File: src/rtl/inst_fetch_pkg.sv
// Shared types and constants for the instruction fetch stage.
// Entries carry the fetch PC alongside the ROM word so decode sees both.
package inst_fetch_pkg;

  localparam int unsigned INST_ADDR_W     = 32;
  localparam int unsigned INST_W          = 32;
  localparam int unsigned FETCH_BUF_DEPTH = 2;

  typedef logic [INST_ADDR_W-1:0] inst_addr_t;
  typedef logic [INST_W-1:0]      inst_t;

  localparam inst_addr_t INIT_ADDR_DEF = 32'h0000_0000;
  localparam inst_t      ZERO_WORD     = '0;
  localparam logic       CHIP_ENABLE   = 1'b1;
  localparam logic       CHIP_DISABLE  = 1'b0;

  typedef struct packed {
    inst_addr_t pc;
    inst_t      inst;
  } fetch_entry_t;

  typedef enum logic {
    FS_IDLE,
    FS_RUN
  } fetch_state_e;

  function automatic inst_addr_t word_align(input inst_addr_t addr);
    return addr & ~inst_addr_t'(3);
  endfunction

endpackage

File: src/rtl/inst_fetch_if.sv
// Fetch-to-decode handoff: valid/ready handshake carrying {pc, inst}.
interface inst_fetch_if;
  import inst_fetch_pkg::*;

  logic       id_valid_o;
  inst_addr_t id_pc_o;
  inst_t      id_inst_o;
  logic       id_ready_i;

  modport master (
    output id_valid_o,
    output id_pc_o,
    output id_inst_o,
    input  id_ready_i
  );

  modport slave (
    input  id_valid_o,
    input  id_pc_o,
    input  id_inst_o,
    output id_ready_i
  );

endinterface

File: src/rtl/inst_fetch_fifo.sv
// Two-entry {pc, inst} buffer between ROM capture and decode.
// Head reads as all-zero whenever the buffer is empty.
module inst_fifo
  import inst_fetch_pkg::*;
(
  input  logic         clk,
  input  logic         rst,
  input  logic         push,
  input  logic         pop,
  input  logic         flush,
  input  fetch_entry_t wr_entry,
  output logic [1:0]   count,
  output fetch_entry_t head
);

  fetch_entry_t mem [FETCH_BUF_DEPTH];
  logic         rd_ptr;
  logic         wr_ptr;
  logic         pop_ok;
  logic         push_ok;

  assign pop_ok  = pop && (count != 2'd0);
  // A push into a full buffer is legal only when the head leaves in the same cycle.
  assign push_ok = push && ((count < 2'(FETCH_BUF_DEPTH)) || pop_ok);

  always_ff @(posedge clk or posedge rst) begin
    if (rst) begin
      count  <= '0;
      rd_ptr <= 1'b0;
      wr_ptr <= 1'b0;
      for (int unsigned i = 0; i < FETCH_BUF_DEPTH; i++) begin
        mem[i] <= '0;
      end
    end else if (flush) begin
      count  <= '0;
      rd_ptr <= 1'b0;
      wr_ptr <= 1'b0;
    end else begin
      if (push_ok) begin
        mem[wr_ptr] <= wr_entry;
        wr_ptr      <= ~wr_ptr;
      end
      if (pop_ok) begin
        rd_ptr <= ~rd_ptr;
      end
      case ({push_ok, pop_ok})
        2'b10:   count <= count + 2'd1;
        2'b01:   count <= count - 2'd1;
        default: count <= count;
      endcase
    end
  end

  assign head = (count != 2'd0) ? mem[rd_ptr] : '0;

endmodule

File: src/rtl/inst_fetch.sv
// Instruction fetch: drives ROM ce/pc, captures the returned word and
// buffers it for decode; branch redirects flush the buffer.
module inst_fetch
  import inst_fetch_pkg::*;
#(
  parameter inst_addr_t INIT_ADDR = INIT_ADDR_DEF
) (
  input  logic              clk,
  input  logic              rst,
  output logic              ce,
  output inst_addr_t        pc,
  input  inst_t             inst_i,
  input  logic              branch_flag_i,
  input  inst_addr_t        branch_target_i,
  inst_fetch_if.master      id
);

  fetch_state_e state;
  fetch_state_e state_nxt;
  logic [1:0]   count;
  fetch_entry_t head;
  fetch_entry_t wr_entry;
  logic         pop;
  logic         fetch;

  always_ff @(posedge clk or posedge rst) begin
    if (rst) begin
      state <= FS_IDLE;
    end else begin
      state <= state_nxt;
    end
  end

  // ce comes up one edge after reset release and then stays on.
  always_comb begin
    state_nxt = state;
    case (state)
      FS_IDLE: state_nxt = FS_RUN;
      FS_RUN:  state_nxt = FS_RUN;
      default: state_nxt = FS_IDLE;
    endcase
  end

  assign ce = (state == FS_RUN) ? CHIP_ENABLE : CHIP_DISABLE;

  assign pop   = id.id_valid_o & id.id_ready_i;
  assign fetch = (ce == CHIP_ENABLE)
               & ((count < 2'(FETCH_BUF_DEPTH)) | pop)
               & ~branch_flag_i;

  always_ff @(posedge clk or posedge rst) begin
    if (rst) begin
      pc <= INIT_ADDR;
    end else if (branch_flag_i) begin
      pc <= word_align(branch_target_i);
    end else if (fetch) begin
      pc <= pc + 32'd4;
    end
  end

  assign wr_entry = '{pc: pc, inst: inst_i};

  inst_fifo u_fifo (
    .clk      (clk),
    .rst      (rst),
    .push     (fetch),
    .pop      (pop),
    .flush    (branch_flag_i),
    .wr_entry (wr_entry),
    .count    (count),
    .head     (head)
  );

  assign id.id_valid_o = (count != 2'd0);
  assign id.id_pc_o    = head.pc;
  assign id.id_inst_o  = head.inst;

endmodule
File: src/flat_wrapper.sv
// flat-port wrapper written by rule: the top's interface ports become plain ports
module inst_fetch_flat import inst_fetch_pkg::*;
#(
  parameter inst_addr_t INIT_ADDR = INIT_ADDR_DEF
)
  (clk, rst, ce, pc, inst_i, branch_flag_i, branch_target_i, id_id_valid_o, id_id_pc_o, id_id_inst_o, id_id_ready_i);
  inst_fetch_if id_i ();
  input  logic clk;
  input  logic rst;
  output logic ce;
  output inst_addr_t pc;
  input  inst_t inst_i;
  input  logic branch_flag_i;
  input  inst_addr_t branch_target_i;
  output wire logic [$bits(id_i.id_valid_o)-1:0] id_id_valid_o;
  output wire logic [$bits(id_i.id_pc_o)-1:0] id_id_pc_o;
  output wire logic [$bits(id_i.id_inst_o)-1:0] id_id_inst_o;
  input wire logic [$bits(id_i.id_ready_i)-1:0] id_id_ready_i;
  assign id_id_valid_o = id_i.id_valid_o;
  assign id_id_pc_o = id_i.id_pc_o;
  assign id_id_inst_o = id_i.id_inst_o;
  assign id_i.id_ready_i = id_id_ready_i;
  inst_fetch #(.INIT_ADDR(INIT_ADDR)) u_core (.clk(clk), .rst(rst), .ce(ce), .pc(pc), .inst_i(inst_i), .branch_flag_i(branch_flag_i), .branch_target_i(branch_target_i), .id(id_i));
endmodule
File: config.mk
export PLATFORM = sky130hd
export DESIGN_NAME = inst_fetch_flat
export DESIGN_NICKNAME = d
export VERILOG_FILES = /design/src/rtl/inst_fetch_pkg.sv /design/src/rtl/inst_fetch_if.sv /design/src/rtl/inst_fetch_fifo.sv /design/src/rtl/inst_fetch.sv /design/src/flat_wrapper.sv
export SDC_FILE = /design/constraint.sdc
export NUM_CORES = 1
export LEC_CHECK = 0
export ABC_AREA = 0
export ABC_CLOCK_PERIOD_IN_PS = 14100
export BUFFER_PORTS_ARGS = -buffer_cell sky130_fd_sc_hd__buf_2
export CAP_MARGIN = 5
export CORE_MARGIN = 3
export CORE_UTILIZATION = 40
export CTS_BUF_LIST = sky130_fd_sc_hd__clkbuf_16
export CTS_CLUSTER_SIZE = 14
export DETAILED_ROUTE_END_ITERATION = 7
export GPL_ROUTABILITY_DRIVEN = 1
export PLACE_DENSITY = 0.69
export SETUP_SLACK_MARGIN = 0.05
export SLEW_MARGIN = 25
export SYNTH_ARGS = -nofsm -noshare
export SYNTH_HDL_FRONTEND = slang
export SYNTH_SLANG_ARGS = --single-unit
File: constraint.sdc
create_clock -name clk -period 14.1 [get_ports clk]
set_clock_uncertainty 0.1 [all_clocks]
set_input_delay 0.705 -clock clk [delete_from_list [all_inputs] [get_ports clk]]
set_output_delay 0.705 -clock clk [all_outputs]
set_load 0.01 [all_outputs]
# Word-level counts from Yosys, hierarchy flattened

Cells that the tools add are included.

Register bits after elaboration: 165
Input bits: 68
Output and inout port bits: 98
Word-level logic and storage cells: 53

Add/sub/neg operators: 3
Order comparisons: 4
Equality and inequality tests: 2
Muxes and demuxes: 16
Bitwise gates (word level): 9
Reduce and logical (&&, ||, !) cells: 10

Operator list:

| operator              | count |
|---|---|
| $mux 64               | 5 |
| $bwmux 128            | 1 |
| $demux 64 s1          | 1 |
| $mux 32               | 2 |
| $add 32x3->32 const B | 1 |
| $reduce_bool 2->1     | 4 |
| $mux 1                | 5 |
| $ge 2x2->1 const B    | 2 |
| $not 1->2             | 2 |
| $pmux 2 s2            | 1 |
| $and 1x1->1           | 3 |
| $logic_and 1x1->1     | 3 |
| $not 1->1             | 3 |
| $reduce_bool 3->1     | 1 |
| $add 2x1->2 const B   | 1 |
| $eq 2x1->1 const B    | 1 |
| $eq 2x2->1 const B    | 1 |
| $lt 2x1->1 const B    | 1 |
| $lt 2x2->1 const B    | 1 |
| $mux 2                | 1 |
| $reduce_and 2->1      | 1 |
| $sub 2x1->2 const B   | 1 |
| $logic_or 1x1->1      | 1 |
| $or 1x1->1            | 1 |

# Longest topological paths before layout

Depth after elaboration: 9
Gate-level depth with buffers: 7
Mapped depth without buffers: 6

# Cells and area by module

A second synthesis with hierarchy kept.

Cells, all modules: 695
Area total of the unflattened synthesis: 8321.7 µm²

Modules (own cells, without submodules):

| module     | instances | cells an instance | area each (µm²) | seq. area each (µm²) |
|---|---|---|---|---|
| inst_fifo  | 1         | 438               | 6248.5          | 3303.2 |
| inst_fetch | 1         | 257               | 2073.2          | 775.7 |

# Worst setup path after synthesis

No wires, ideal clock.

Path type: reg2out
Start: register u_core.u_fifo.rd_ptr
End: output id_id_inst_o[11]
Arrival time: 1.383 ns
Required time: 13.295 ns
Setup slack: 11.912 ns
Stages on the path, launching flop included: 5
Path buffers: 2
Cells stage by stage: dfrtp_1 -> clkbuf_1 -> buf_1 -> mux2i_1 -> nor2_1

Longest elaborated chain between the ends: 5

Ends and longest elaborated chain:

| element                                    | RTL line              | source |
|---|---|---|
| start, declared                            | inst_fetch_fifo.sv:17 | `logic rd_ptr;` |
| start signal, assigned                     | inst_fetch_fifo.sv:44 | `rd_ptr <= ~rd_ptr;` |
| $not 1->2 (implied by the code)            | inst_fetch_fifo.sv:54 | `assign head = (count != 2'd0) ? mem[rd_ptr] : '0;` |
| $mux 64 (implied by the code) (3 in a row) | inst_fetch_fifo.sv:54 |  |
| $mux 64                                    | inst_fetch_fifo.sv:54 |  |
| end, declared                              | flat_wrapper.sv:17    | `output wire logic [$bits(id_i.id_inst_o)-1:0] id_id_inst_o;` |

Every way passes these cells. The select of a mux whose other input is x is not followed.

# Worst setup path in the final report

Start: register u_core.u_fifo.rd_ptr
End: output id_id_pc_o[14]

Longest elaborated chain between the ends: 5

Ends and longest elaborated chain:

| element                                    | RTL line              | source |
|---|---|---|
| $not 1->2 (implied by the code)            | inst_fetch_fifo.sv:54 |  |
| $mux 64 (implied by the code) (3 in a row) | inst_fetch_fifo.sv:54 |  |
| $mux 64                                    | inst_fetch_fifo.sv:54 |  |
| end, declared                              | flat_wrapper.sv:16    | `output wire logic [$bits(id_i.id_pc_o)-1:0] id_id_pc_o;` |

Every way passes these cells. The select of a mux whose other input is x is not followed.

==> metrics <==
status completed; CP Launch Type flop; diode count 0; clk_lat worst skew around 0.42 ns; final setup TNS 0 ns; Critical Path Max Stage Delay a little over 0.7 ns; Crit Path Max Fanout 41; die height roughly 140 µm; Hold-fix buffers, CTS 0; PD cells approximately 150 nW/µm²; row count 49; Vias/cell a little over 5; Worst Path Buf+Inv 2; final antenna-violating net count 0; CTS tree built; Worst Setup End Kind output port; RSZ-0062 raised after global routing false; DRC 0; synthesized flop and latch total about 160; non-filler instance count after layout roughly 1000; Initial DRC Count 207; I/O pins 166; final hold vios 0; Synth-to-Final Area Change 20.89%; via count between 5000 and 6000; kind of critical path flop to output port; I/O Buffers around 160; GRT Residual Overflow 0; Final Max Slew Viols 0; first-pass GRT wire length about 27 mm; fin crit period roughly 3.2 ns; Slew @ Worst Pin 0.8919 ns; CP max-delay cell buf_4; DP Wirelength about 11 mm; chip width about 140 µm; Netlist Area Pre-Place 7503 µm²; Leak Pwr 4.120 nW; cell family with most CP delay buffers and inverters; Synthesis Warnings 0; combinational share of power around a fifth; Reg clk slew, reported paths about 0.060 ns; initial core utilization between 40% and 50%; routability cong. between 0.7 and 0.8; Slew headroom around two fifths; Critical Path AT approximately 2.4 ns; Net Sw Frac 27.44%; CTS Sinks around 160; Reg power frac around 47%; worst hold path type input pin to asynchronous set/reset pin; CP Data Required Time 13.30 ns; Seq/Total Area, Yosys a little over half; WL final around 17 mm; Avg WL per Cell 16.54 µm; Final #Nets between 800 and 900; vias in the first global route about 5300; Resized Gates After CTS 0; GRT Util Overall 16.75%; Clk network pwr share around a third; Final period util about 23%; Pre-antenna DRT Iters 4; fraction of layout cells with a size suffix above 1 a little over two fifths; Post-Syn Instances between 600 and 700; setup bufs post-CTS 0; largest net degree at the start of global routing 91; total CTS buffers 17; MaxCap Viol Count 0; most frequent cells in the layout buf_2 (159), dfrtp_1 (158), mux2_2 (120), nor2_1 (69), mux2i_1 (63); die footprint approximately 20000 µm²; Final setup viols 0; VDD IR-drop max between 0.00008 and 0.00009 V; Power Internal between 0.0009 and 0.001 W; commonest non-fill, non-tap cell in the layout buf_2; CP Cell Sequence buf_4 -> mux2i_1 -> nor2_1 -> buf_2; core area 18210 µm²; Mean Syn Cell Area 12.02 µm²; Bufs on Longest Clock Path 2; CTS HTree Levels 4; placed insts around 980; P_sw 0.0003761 W; root buffer cell clkbuf_16; Synth cell types 39; highest clock rate 310.1 MHz; initial antenna violation count 0
-- synthesized netlist by cell type, drive strengths merged --
master	count	area (µm²)
and2	2	12.51
mux2	124	1396
nor4	7	110.1
clkbuf	18	67.56
ha	1	12.51
nor3b	2	20.02
and4	1	8.760
o21ai	32	160.2
nor3	8	45.04
or2	1	6.260
buf	21	116.4
or4	2	15.01
nor2	70	262.8
dfrtp	159	3979
xor2	13	113.9
nand2	42	157.7
and3	4	25.02
nor2b	3	26.27
mux2i	63	630.6
nand4	13	81.33
nand2b	1	6.260
nand3	9	50.05
inv	6	22.52
a21oi	1	5.000
conb	2	7.510
a311oi	1	8.760
a22oi	1	7.510
xnor2	17	148.9
-- stage by stage --
step / area [µm²] / util [%] / setup WS (ns) / hold WS (ns) / total power, W
global placement: 8491 / 46.63 / 10.81 / 0.3667 / 0.0009129
floorplan: 7515 / - / 9.003 / 0.3574 / 0.0008318
global route: 9071 / 49.82 / 10.74 / 0.3832 / 0.001450
finish: 9071 / 49.82 / 10.88 / 0.3380 / 0.001371
CTS: 9071 / 49.82 / 10.84 / 0.3797 / 0.001385
detailed placement: 8491 / 46.63 / 10.78 / 0.3740 / 0.0009246
-- registers in the layout (all words and copies together), names as in the netlist --
register,count
u_core.pc,30
u_core.state,1
u_core.u_fifo.count,2
u_core.u_fifo.mem,124
u_core.u_fifo.rd_ptr,1
u_core.u_fifo.wr_ptr,1
-- final timing paths --
check                      slack [ns]                     end              startpoint  depth (start not counted)
hold reg to reg                  0.38  u_core.u_fifo.mem[107]  u_core.u_fifo.mem[107]                          1
hold / removal                   0.34   u_core.u_fifo.mem[76]                     rst                          2
min in group clk                 0.38  u_core.u_fifo.mem[107]  u_core.u_fifo.mem[107]                          1
setup / recovery                10.88          id_id_pc_o[14]    u_core.u_fifo.rd_ptr                          4
setup reg to reg                11.21   u_core.u_fifo.mem[10]  u_core.u_fifo.count[1]                          6
max in group asynchronous       12.02    u_core.u_fifo.rd_ptr                     rst                          3
-- cell families (layout without fill, tap and decap cells) --
group / Yosys count / count (layout) / share of synthesized area [%]
AOI/OAI and AO/OA: 35 / 35 / 2.418
and+or+nand+nor: 165 / 165 / 11.02
muxes: 187 / 187 / 27.01
other: 2 / 5 / 0.1001
buffers and inverters: 45 / 204 / 2.751
adders and majority gates: 1 / 1 / 0.1667
xor gates and xnor gates: 30 / 30 / 3.502
DFF: 159 / 159 / 53.03
-- cell type report --
type	count	area, µm²
clock buffer	17	425.4
clock inverter	15	155.1
fill	1639	9138
inverter	6	27.53
multi-input combinational	423	3346
sequential	159	3983
tap	229	286.5
timing repair buffer	166	848.3
-- per-layer routing --
metal	routed length [µm]	vias to the layer above	track usage, %
met5	0	-	0
met4	148	0	4.202
met3	879	15	4.823
met2	7922	132	27.05
met1	7841	2628	22.37
li1	-	2465	-
-- power by group through the flow --
stage / Combinational [W] / Sequential, W / Clock, W
after floorplan: 0.000202 / 0.000630 / 0
after global placement: 0.000268 / 0.000644 / 0
after detailed placement: 0.000275 / 0.000649 / 0
after CTS: 0.000276 / 0.000641 / 0.000468
after global routing: 0.000302 / 0.000656 / 0.000492
final: 0.000270 / 0.000641 / 0.000460
Note: power is estimated with default switching activity, not from simulation.
